`config.mk`:
```
export PLATFORM = sky130hd
export DESIGN_NAME = fifo_read_stream
export DESIGN_NICKNAME = d
export VERILOG_FILES = /design/src/rtl/fifo_read_stream.sv
export SDC_FILE = /design/constraint.sdc
export NUM_CORES = 1
export LEC_CHECK = 0
export ABC_CLOCK_PERIOD_IN_PS = 4200
export CAP_MARGIN = 10
export CORE_ASPECT_RATIO = 1.5
export CORE_MARGIN = 10
export CORE_UTILIZATION = 60
export CTS_BUF_LIST = sky130_fd_sc_hd__clkbuf_2 sky130_fd_sc_hd__clkbuf_4 sky130_fd_sc_hd__clkbuf_8
export DETAILED_ROUTE_END_ITERATION = 10
export DONT_BUFFER_PORTS = 1
export PLACE_DENSITY = 0.88
export SLEW_MARGIN = 10
export SYNTH_ARGS = -nofsm -noshare
export SYNTH_HDL_FRONTEND = slang
export SYNTH_SLANG_ARGS = --single-unit
```
`constraint.sdc`:
```
create_clock -name read_clk_i -period 4.2 [get_ports read_clk_i]
set_input_delay 0 -clock read_clk_i [delete_from_list [all_inputs] [get_ports read_clk_i]]
set_output_delay 0 -clock read_clk_i [all_outputs]
set_load 0.005 [all_outputs]
```
`src/rtl/fifo_read_stream.sv`:
```
// Read-side adapter for the async FIFO: pops into a 2-deep buffer and
// presents a valid/ready stream with burst framing and a transfer counter.
module fifo_read_stream #(
    parameter int data_size = 8,
    parameter int burst_len = 4
) (
    input  logic                 read_clk_i,
    input  logic                 read_reset_n_i,
    input  logic                 read_empty_i,
    input  logic [data_size-1:0] read_data_i,
    output logic                 read_increment_o,
    output logic [data_size-1:0] out_data_o,
    output logic                 out_valid_o,
    input  logic                 out_ready_i,
    output logic                 out_last_o,
    output logic [15:0]          transfer_count_o
);

    localparam int beat_w = (burst_len > 1) ? $clog2(burst_len) : 1;
    localparam logic [beat_w-1:0] beat_max = beat_w'(burst_len - 1);

    typedef enum logic [1:0] {
        EMPTY = 2'd0,
        ONE   = 2'd1,
        FULL  = 2'd2
    } state_t;

    state_t                state;
    state_t                state_nxt;
    logic [data_size-1:0]  slot0;
    logic [data_size-1:0]  slot1;
    logic [data_size-1:0]  slot0_nxt;
    logic [data_size-1:0]  slot1_nxt;
    logic [beat_w-1:0]     beat;
    logic                  push;
    logic                  take;

    // Pop only from local state, so out_ready_i never reaches the FIFO side.
    assign push             = read_reset_n_i && !read_empty_i && (state != FULL);
    assign read_increment_o = push;
    assign out_valid_o      = (state != EMPTY);
    assign take             = out_valid_o && out_ready_i;
    assign out_data_o       = slot0;
    assign out_last_o       = out_valid_o && (beat == beat_max);

    // Buffer occupancy and slot movement for the next edge.
    always_comb begin
        state_nxt = state;
        slot0_nxt = slot0;
        slot1_nxt = slot1;
        unique case (state)
            EMPTY: begin
                if (push) begin
                    slot0_nxt = read_data_i;
                    state_nxt = ONE;
                end
            end
            ONE: begin
                if (push && take) begin
                    slot0_nxt = read_data_i;
                end else if (push) begin
                    slot1_nxt = read_data_i;
                    state_nxt = FULL;
                end else if (take) begin
                    state_nxt = EMPTY;
                end
            end
            FULL: begin
                if (take) begin
                    slot0_nxt = slot1;
                    state_nxt = ONE;
                end
            end
            default: begin
                state_nxt = EMPTY;
            end
        endcase
    end

    // Buffer state and data registers.
    always_ff @(posedge read_clk_i or negedge read_reset_n_i) begin
        if (!read_reset_n_i) begin
            state <= EMPTY;
            slot0 <= '0;
            slot1 <= '0;
        end else begin
            state <= state_nxt;
            slot0 <= slot0_nxt;
            slot1 <= slot1_nxt;
        end
    end

    // Position of the head word within its burst.
    always_ff @(posedge read_clk_i or negedge read_reset_n_i) begin
        if (!read_reset_n_i) begin
            beat <= '0;
        end else if (take) begin
            if (beat == beat_max) begin
                beat <= '0;
            end else begin
                beat <= beat + 1'b1;
            end
        end
    end

    // Free-running count of accepted transfers, wraps at 2^16.
    always_ff @(posedge read_clk_i or negedge read_reset_n_i) begin
        if (!read_reset_n_i) begin
            transfer_count_o <= '0;
        end else if (take) begin
            transfer_count_o <= transfer_count_o + 16'd1;
        end
    end

endmodule
```
==> out/qor.yml, run 1 <==
clocking:
  cts_tree: "yes"
  root_buffer: "clkbuf_4"
  cts-htree-levels: 2
  cts_resized: 0
  cts_sinks: 36
  numCtsBuffers: 5
  path_clk_slew_ns: 0.11
  cts_buffer_depth: 2
  clk_latency_ns: 0.34
  cts_setup_buffers: 0
global_route:
  use_met1: 0.1350
  grt_overflow_total: 0
  grtUsageMet2: 0.2211
  grt_use_total: 0.1325
  antenna_found_initial: 0
  grt_max_degree: 37
  grt_first_pass_wirelength_mm: 5.616
  gr-usage-met3: 0.05645
  grt_pass1_vias: 1133
  top_usage_layer: "met2"
sta:
  setup_viol: 0
  setup_tns_ns: 0
  rsz0062_at_grt: "no"
  fin_worst_skew_ns: 0.008101
  relSlewSlack: 0.2774
  min_period_ns: 1.971
  hold_viol: 0
  worst_slew_pin_slew_ns: 1.082
  clock.fmax_ghz: 0.5075
  period_share: 0.4692
  slew_violations: 0
detailed_routing:
  wire_per_inst_um: 17.26
  wl_mm: 3.313
  drtPass1Iterations: 4
  vias_per_cell: 5.484
  drc: 0
  antenna_left: 0
  vias: 1053
  drt_iter0_drc: 48
floorplan:
  initial_core_util: 0.6409
  core_area_um2: 2505
  std_cell_rows: 22
  fp.dieW_um: 62.24
  io_pins: 39
  die_h_um: 83.35
  die_area_um2: 5187
yosys:
  synth_area_um2: 1605
  synth_top_area_share: 0.5612
  synth_area_leaders: "dfrtp_1 (56%), mux2i_1 (5.6%), mux2_2 (5.6%)"
  synth_xor_area_frac: 0.08184
  synthMuxAreaShare: 0.1122
  synth_top_family_by_area: "simple AND/OR/NAND/NOR gates"
  yosys_register_bits: 36
  ys_seq_area_frac: 0.5612
  yosys.area.top_type: "dfrtp_1"
  synthAdderAreaFrac: 0.01559
  synth_compound_area_frac: 0.05846
  ys_warn_count: 0
  async_reset_ff_frac: 1.000
  ys.flop_type: "dfrtp_1"
  synth-edff-count: 0
  post_synth_and_or_nand_nor_area_fraction: 0.1574
  synthesis.instances: 140
  syn_avg_cell_area_um2: 11.47
  yosysUniqueCellTypes: 29
  synth_nets: 154
setup_path:
  critical_path_class: "flip-flop to flip-flop"
  endpoint_kind: "flip-flop"
  cp_cell_sequence: "nor2b_1 -> mux2i_1 -> a21oi_1"
  crit_family: "simple AND/OR/NAND/NOR gates"
  worstPathMaxFanout: 10
  critical_path.slowest_cell: "nor2b_1"
  arrival_ns: 2.18
  critPathBufInv: 0
  slowest_delay_ns: 0.90
  reg2reg_slack_ns: 2.23
  critPathLaunchType: "flip-flop"
  cp.required_ns: 4.41
cells_and_area:
  syn_to_final_growth_pct: 12.70
  layout_commonest_cell: "dfrtp_1"
  final_cell_mix: "dfrtp_1 (36), nand2_1 (15), nor2_1 (14)"
  fin_nets: 169
  n_antenna_cell: 0
  layout-drive-gt1-share: 0.1603
  instances_no_fill: 192
placement:
  dp_cells: 173
  port_buffers: 0
  hpwl_mm: 2.320
  place_congestion: 0.7074
power_and_ir_drop:
  ir_worst_vdd_mv: 0.2948
  pwr_density_cell_nw_per_um2: 468.9
  p_leak_nw: 0.7987
flow_run:
  maxCapViolations: 0
status:
  status: "finished clean"
worst_hold_path:
  hold_class: "primary input to flip-flop"
==> metrics by stage <==
| step | setup slack [ns] | utilization | power [mW] | hold slack (ns) | cell area [um^2] |
|---|---|---|---|---|---|
| after floorplan | 2.750 | - | 0.6109 | -0.2956 | 1605 |
| after global placement | 2.432 | 0.6518 | 0.6367 | -0.2945 | 1633 |
| after detailed placement | 2.278 | 0.6518 | 0.6552 | -0.2944 | 1633 |
| after CTS | 2.264 | 0.7223 | 0.8585 | 0.04134 | 1809 |
| after global routing | 2.089 | 0.7223 | 0.9050 | 0.07873 | 1809 |
| final | 2.229 | 0.7223 | 0.8483 | 0.05424 | 1809 |
==> path summary, 6_finish.rpt <==
kind,startpoint,end,cells after the start
worst max-delay path,state[1]$_DFFE_PN0P_,out_data_o[4]$_DFFE_PN0P_,3
worst min-delay path,out_ready_i,out_data_o[5]$_DFFE_PN0P_,3
worst max register to register,state[1]$_DFFE_PN0P_,out_data_o[4]$_DFFE_PN0P_,3
worst min register to register,beat[1]$_DFFE_PN0P_,beat[1]$_DFFE_PN0P_,2
max in group asynchronous,read_reset_n_i,transfer_count_o[2]$_DFFE_PN0P_,2
min in group asynchronous,read_reset_n_i,slot1[5]$_DFFE_PN0P_,2
==> power breakdown <==
| part | total, mW | switching (mW) | internal (mW) |
|---|---|---|---|
| Sequential | 0.509 | 0.0798 | 0.429 |
| Combinational | 0.157 | 0.0733 | 0.0837 |
| Clock | 0.182 | 0.118 | 0.0642 |
| Total | 0.848 | 0.271 | 0.577 |
==> cell families (layout without fill, tap and decap cells) <==
logic type	count (synthesis)	in the layout
and+or+nand+nor	52	52
AOI/OAI and AO/OA	14	14
muxes	17	17
adders and majority gates	2	2
DFF	36	36
buffers and inverters	4	20
xor gates and xnor gates	15	15
==> Yosys cell counts, types with 2 or more instances <==
library cell,number
a21oi_1,10
and2_1,2
buf_2,2
dfrtp_1,36
ha_1,2
mux2_2,8
mux2i_1,9
nand2_1,15
nand3_1,3
nand4_1,3
nor2_1,14
nor2_2,2
nor3_1,3
or2_2,3
xnor2_1,10
xor2_1,5
==> sequential cells by signal (all words and copies together), names as in the netlist <==
| signal | cells |
|---|---|
| transfer_count_o | 16 |
| out_data_o | 8 |
| slot1 | 8 |
| beat | 2 |
| state | 2 |
==> worst register-to-register path, cell delays in order, from the launching register on <==
cell and delay, ns:
dfrtp_1 0.52, nor2b_1 0.90, mux2i_1 0.33, a21oi_1 0.09
==> metal layers <==
metal,vias to the layer above,wire (um)
met5,-,0
met4,0,77
met3,10,313
met2,35,1700
met1,508,1221
li1,500,-
==> layout make-up <==
type / count / area (um^2)
sequential: 36 / 900.9
fill: 182 / 695.7
multi-input combinational: 100 / 683.2
timing repair buffer: 11 / 120.1
tap: 36 / 45.04
clock buffer: 5 / 37.54
clock inverter: 3 / 18.77
inverter: 1 / 3.754
==> timing repair <==
action / in CTS / in global routing
setup endpoints to repair: 0 / 0
hold buffers: 11 / 0
endpoints found under the hold margin: 59 / 0
Note: power is estimated with default switching activity, not from simulation.
==> run 2, diff against run 1 <==
Settings changed: ABC_AREA set to 1, ABC_CLOCK_PERIOD_IN_PS 4200 to 1900.
Clock period 4.2 ns to 1.9 ns, I/O delays scaled along.
==> out/qor.yml, run 2 <==
setup_path:
  arrival_ns: 1.70
  critical_path_class: "flip-flop to flip-flop"
  cp_num_cells: 6
  worstPathMaxFanout: 19
  endpoint_kind: "flip-flop"
  crit_family: "flip-flops"
  critPathBufInv: 2
  cpMostUsedCell: "nand2_1"
  critical_path.slowest_cell: "dfrtp_1"
  endpoint: "out_data_o[6]$_DFFE_PN0P_"
  reg2reg_slack_ns: 0.38
  rr_worst_depth: 6
  critPathLaunchType: "flip-flop"
  slowest_delay_ns: 0.41
  reg2reg_to: "out_data_o[6]$_DFFE_PN0P_"
  setup.worst_path.start: "state[0]$_DFFE_PN0P_"
  cp_cell_sequence: "inv_1 -> nand2_2 -> a22oi_4 -> inv_2 -> nand2_1 -> nand2_1"
  cp.required_ns: 2.08
  timing.rr.start: "state[0]$_DFFE_PN0P_"
cells_and_area:
  syn_to_final_growth_pct: 12.86
  fin_nets: 238
  instances_no_fill: 263
  regMostFlops: "transfer_count_o"
  fill_cells: 222
  layout_commonest_cell: "nand2_1"
  design_area_um2: 1987
  n_antenna_cell: 0
  final_cell_mix: "nand2_1 (63), dfrtp_1 (36), inv_1 (29), nor2_1 (18)"
  largest_register_ffs: 16
  layout-drive-gt1-share: 0.09821
global_route:
  antenna_found_initial: 0
  grt_overflow_total: 0
  grt_pass1_vias: 1339
  grt_first_pass_wirelength_mm: 6.430
  grt_max_degree: 37
  grt_use_total: 0.1463
sta:
  relSlewSlack: 0.7378
  fin_worst_skew_ns: 0.006211
  hold_viol: 0
  setup_ws_ns: 0.3765
  clock.fmax_ghz: 0.6564
  setup_tns_ns: 0
  setup_viol: 0
  worst_slew_pin_slew_ns: 0.3923
  slew_violations: 0
  rsz0062_at_grt: "no"
  min_period_ns: 1.523
  period_share: 0.8018
floorplan:
  core_area_um2: 2853
  fp.dieW_um: 64.23
  io_pins: 39
  die_area_um2: 5545
  std_cell_rows: 24
  die_h_um: 86.34
  initial_core_util: 0.6171
yosys:
  async_reset_ff_frac: 1.000
  yosysUniqueCellTypes: 28
  synth_common_cells: "nand2_1 (63), dfrtp_1 (36), inv_1 (29)"
  yosys.area.top_type: "dfrtp_1"
  synthesis.instances: 209
  synth_area_um2: 1760
  synth_most_common_cell: "nand2_1"
  ys.flop_type: "dfrtp_1"
  ys_seq_area_frac: 0.5117
  yosys_register_bits: 36
  ys_warn_count: 0
  synth_top_area_share: 0.5117
  synth_area_leaders: "dfrtp_1 (51%), nand2_1 (13%), inv_1 (6.2%)"
  synth-edff-count: 0
  synth_nets: 223
  syn_avg_cell_area_um2: 8.423
detailed_routing:
  wl_mm: 3.810
  vias: 1323
  wire_per_inst_um: 14.49
  drt_iter0_drc: 55
  drtPass1Iterations: 4
  drc: 0
  vias_per_cell: 5.030
  antenna_left: 0
clocking:
  root_buffer: "clkbuf_8"
  clk_latency_ns: 0.29
  path_clk_slew_ns: 0.07
  cts_hold_buf: 11
  cts_tree: "yes"
  cts_setup_buffers: 0
  cts_resized: 0
  cts_buffer_depth: 2
  cts-htree-levels: 2
  numCtsBuffers: 5
  cts_sinks: 36
power_and_ir_drop:
  ir_worst_vdd_mv: 0.7713
  p_leak_nw: 1.067
  pwr_density_cell_nw_per_um2: 1125
placement:
  dp_cells: 245
  dp_worst_setup_slack_ns: 0.3941
  place_area_um2: 1785
  port_buffers: 0
  hpwl_mm: 2.745
  place_congestion: 0.8124
worst_hold_path:
  hold_class: "primary input to flip-flop"
  hold_start: "read_empty_i"
  min_path_cells: 4
status:
  status: "finished clean"
flow_run:
  maxCapViolations: 0
run 2: cell types whose count changed in the layout (fill, tap and decap cells not counted), sizes merged, moves of 5 or more:
cell and change:
nand2 +50, xnor2 -6, o21ai +10, mux2i -9, nor2 +5, mux2 -8
inv +31, nand3 +8
run 2: stage by stage:
stage	hold WS [ns]	util	power, mW
global placement	-0.2944	0.6259	1.679
detailed placement	-0.2943	0.6259	1.712
global route	0.04462	0.6965	2.403
finish	0.008778	0.6965	2.235
floorplan	-0.2956	-	1.576
CTS	0.01853	0.6965	2.257
run 2: where the power goes:
| group | internal, mW | switching [mW] | leakage (nW) |
|---|---|---|---|
| logic | 0.198 | 0.312 | 0.587 |
| registers | 1.01 | 0.208 | 0.435 |
| clock network | 0.263 | 0.247 | 0.0445 |
| total | 1.47 | 0.767 | 1.07 |
run 2: logic make-up (layout without fill, tap and decap cells):
logic type | after synthesis | in the layout | synth area share
buffers and inverters | 35 | 50 | 0.08173
adder cells (fa/ha/maj) | 2 | 2 | 0.01421
AND/OR/NAND/NOR | 104 | 104 | 0.2672
XOR/XNOR | 11 | 11 | 0.05473
flip-flops | 36 | 36 | 0.5117
AO/OA/AOI/OAI | 21 | 21 | 0.07036
run 2: worst min path at each step:
| stage | endpoint | slack, ns |
|---|---|---|
| detailed placement | transfer_count_o[4]$_DFFE_PN0P_ | -0.29 |
| finish | state[0]$_DFFE_PN0P_ | 0.009 |
| global placement | transfer_count_o[4]$_DFFE_PN0P_ | -0.29 |
| CTS | transfer_count_o[15]$_DFFE_PN0P_ | 0.02 |
| global route | transfer_count_o[15]$_DFFE_PN0P_ | 0.04 |
| floorplan | beat[0]$_DFFE_PN0P_ | -0.30 |
run 2: routing by layer:
| layer | routed length, um | global-route usage | up-vias |
|---|---|---|---|
| li1 | - | - | 674 |
| met4 | 71 | 0.06445 | 0 |
| met3 | 290 | 0.06072 | 7 |
| met1 | 1368 | 0.1421 | 603 |
| met5 | 0 | 0 | - |
| met2 | 2079 | 0.2634 | 39 |
run 2: final cells by class:
| cell class | count | area (um^2) | share of cell area |
|---|---|---|---|
| tap | 39 | 48.80 | 0.02456 |
| multi-input combinational | 138 | 715.7 | 0.3602 |
| clock inverter | 1 | 5.005 | 0.002519 |
| sequential | 36 | 900.9 | 0.4534 |
| timing repair buffer | 11 | 120.1 | 0.06045 |
| clock buffer | 6 | 76.32 | 0.03841 |
| inverter | 32 | 120.1 | 0.06045 |
run 2: tightest hold or removal path, delay by kind of cell:
kind / cells / cell delay, ns
and+or+nand+nor: 4 / 0.25
==> run 3, diff against run 2 <==
Settings changed: ABC_CLOCK_PERIOD_IN_PS 1900 to 1590.
Clock period 1.9 ns to 1.59 ns, I/O delays scaled along.
==> out/qor.yml, run 3 (same netlist as run 2, synthesis figures left out) <==
status:
  status: "finished clean"
sta:
  relSlewSlack: 0.7380
  worst_slew_pin_slew_ns: 0.3921
  rsz0062_at_grt: "no"
  fin_worst_skew_ns: 0.007843
  min_period_ns: 1.391
  period_share: 0.8749
  setup_viol: 0
  slew_violations: 0
  hold_viol: 0
  clock.fmax_ghz: 0.7188
  setup_tns_ns: 0
floorplan:
  fp.dieW_um: 64.23
  initial_core_util: 0.6171
  die_area_um2: 5545
  die_h_um: 86.34
  std_cell_rows: 24
  core_area_um2: 2853
  io_pins: 39
cells_and_area:
  fin_nets: 244
  layout-drive-gt1-share: 0.1255
  layout_commonest_cell: "nand2_1"
  syn_to_final_growth_pct: 16.20
  final_cell_mix: "nand2_1 (63), dfrtp_1 (36), inv_1 (29), nor2_1 (18)"
  largest_register_ffs: 16
  design_area_um2: 2046
  instances_no_fill: 271
  regMostFlops: "transfer_count_o"
power_and_ir_drop:
  p_leak_nw: 1.103
  internal_power_mw: 1.827
  pwr_density_cell_nw_per_um2: 1351
  ir_worst_vdd_mv: 0.9725
  switching_power_mw: 0.9365
  p_clk_frac: 0.238
  power.share.combinational: 0.241
  switching_share: 0.3389
  p_seq_frac: 0.521
clocking:
  path_clk_slew_ns: 0.07
  cts_tree: "yes"
  root_buffer: "clkbuf_8"
  clk_latency_ns: 0.29
  cts_sinks: 36
  cts-htree-levels: 2
  numCtsBuffers: 5
  cts_buffer_depth: 2
global_route:
  grt_overflow_total: 0
  grt_max_degree: 37
  grt_pass1_vias: 1423
  grt_first_pass_wirelength_mm: 6.706
  grt_use_total: 0.1544
  antenna_found_initial: 1
detailed_routing:
  drc: 0
  drtPass1Iterations: 4
  vias: 1397
  wire_per_inst_um: 14.30
  antenna_left: 0
  vias_per_cell: 5.155
  drt_iter0_drc: 75
  wl_mm: 3.875
placement:
  place_area_um2: 1800
  port_buffers: 0
  dp_cells: 247
  hpwl_mm: 2.742
  place_congestion: 0.7971
setup_path:
  arrival_ns: 1.57
  slowest_delay_ns: 0.43
  endpoint_kind: "flip-flop"
  critPathBufInv: 1
  critPathLaunchType: "flip-flop"
  cp_cell_sequence: "ha_1 -> nand3_1 -> inv_1 -> nand3b_2 -> nor2_1 -> nand2_1 -> nand2_1 -> nand2_1"
  cp.required_ns: 1.77
  cpMostUsedCell: "nand2_1"
  worstPathMaxFanout: 4
  critical_path_class: "flip-flop to flip-flop"
  crit_family: "simple AND/OR/NAND/NOR gates"
  critical_path.slowest_cell: "dfrtp_1"
worst_hold_path:
  hold_class: "primary input to flip-flop"
flow_run:
  maxCapViolations: 0
## run 3: cell types whose count changed in the layout (fill, tap and decap cells not counted)
cell      delta
buf_4        +6
clkbuf_8     +1
clkinv_2     +1
clkbuf_4     -1
diode_2      +1
## run 3: what timing repair did
item                       CTS  global route
setup endpoints to repair    0             1
gates resized for setup      0             0
buffers inserted             0             4
hold buffers                11             0
hold endpoints to repair    55             0
## run 3: worst reg2reg max path, stage by stage, from the launching register on
cell      delay, ns
dfrtp_1        0.43
ha_1           0.19
nand3_1        0.09
inv_1          0.10
nand3b_2       0.12
nor2_1         0.18
nand2_1        0.07
nand2_1        0.06
nand2_1        0.05
## run 3: per-stage QoR
step                      setup WS [ns]  hold WS [ns]  total power, mW    util
after floorplan                  0.3757       -0.2956            1.883       -
after global placement           0.2713       -0.2945            2.014  0.6311
after detailed placement         0.2084       -0.2945            2.050  0.6311
after CTS                        0.1716       0.01199            2.756  0.7057
after global routing            0.06149       0.04463            2.978  0.7171
final                            0.1988       0.01664            2.763  0.7171
## run 3: area by class of cell
cell class,instances,area (um^2)
Clock buffer,6,82.58
Multi-Input combinational cell,138,715.7
Antenna cell,1,2.502
Timing Repair Buffer,17,165.2
Inverter,32,120.1
Sequential cell,36,900.9
Clock inverter,2,10.01
Fill cell,211,807.0
Tap cell,39,48.80
## run 3: path summary, 6_finish.rpt
kind	startpoint	cells after the start	slack, ns	to
setup / recovery	transfer_count_o[0]$_DFFE_PN0P_	8	0.20	transfer_count_o[12]$_DFFE_PN0P_
max in group asynchronous	read_reset_n_i	2	1.21	out_data_o[7]$_DFFE_PN0P_
min in group asynchronous	read_reset_n_i	2	0.18	transfer_count_o[10]$_DFFE_PN0P_
setup reg to reg	transfer_count_o[0]$_DFFE_PN0P_	8	0.20	transfer_count_o[12]$_DFFE_PN0P_
hold / removal	out_ready_i	5	0.02	transfer_count_o[13]$_DFFE_PN0P_
hold reg to reg	slot1[5]$_DFFE_PN0P_	2	0.48	slot1[5]$_DFFE_PN0P_
## run 3: routing by layer
| layer | track usage | vias up | share of wire |
|---|---|---|---|
| met5 | 0 | - | 0 |
| met1 | 0.1549 | 667 | 0.37 |
| met2 | 0.2670 | 40 | 0.53 |
| met4 | 0.08203 | 0 | 0.021 |
| met3 | 0.06202 | 8 | 0.073 |
| li1 | - | 682 | - |
## run 3: power groups by stage
stage	combinational, mW	sequential [mW]	clock [mW]
after CTS	0.633	1.45	0.674
after global routing	0.783	1.48	0.714
final	0.667	1.44	0.657
after detailed placement	0.585	1.46	0
after floorplan	0.493	1.39	0
after global placement	0.560	1.45	0
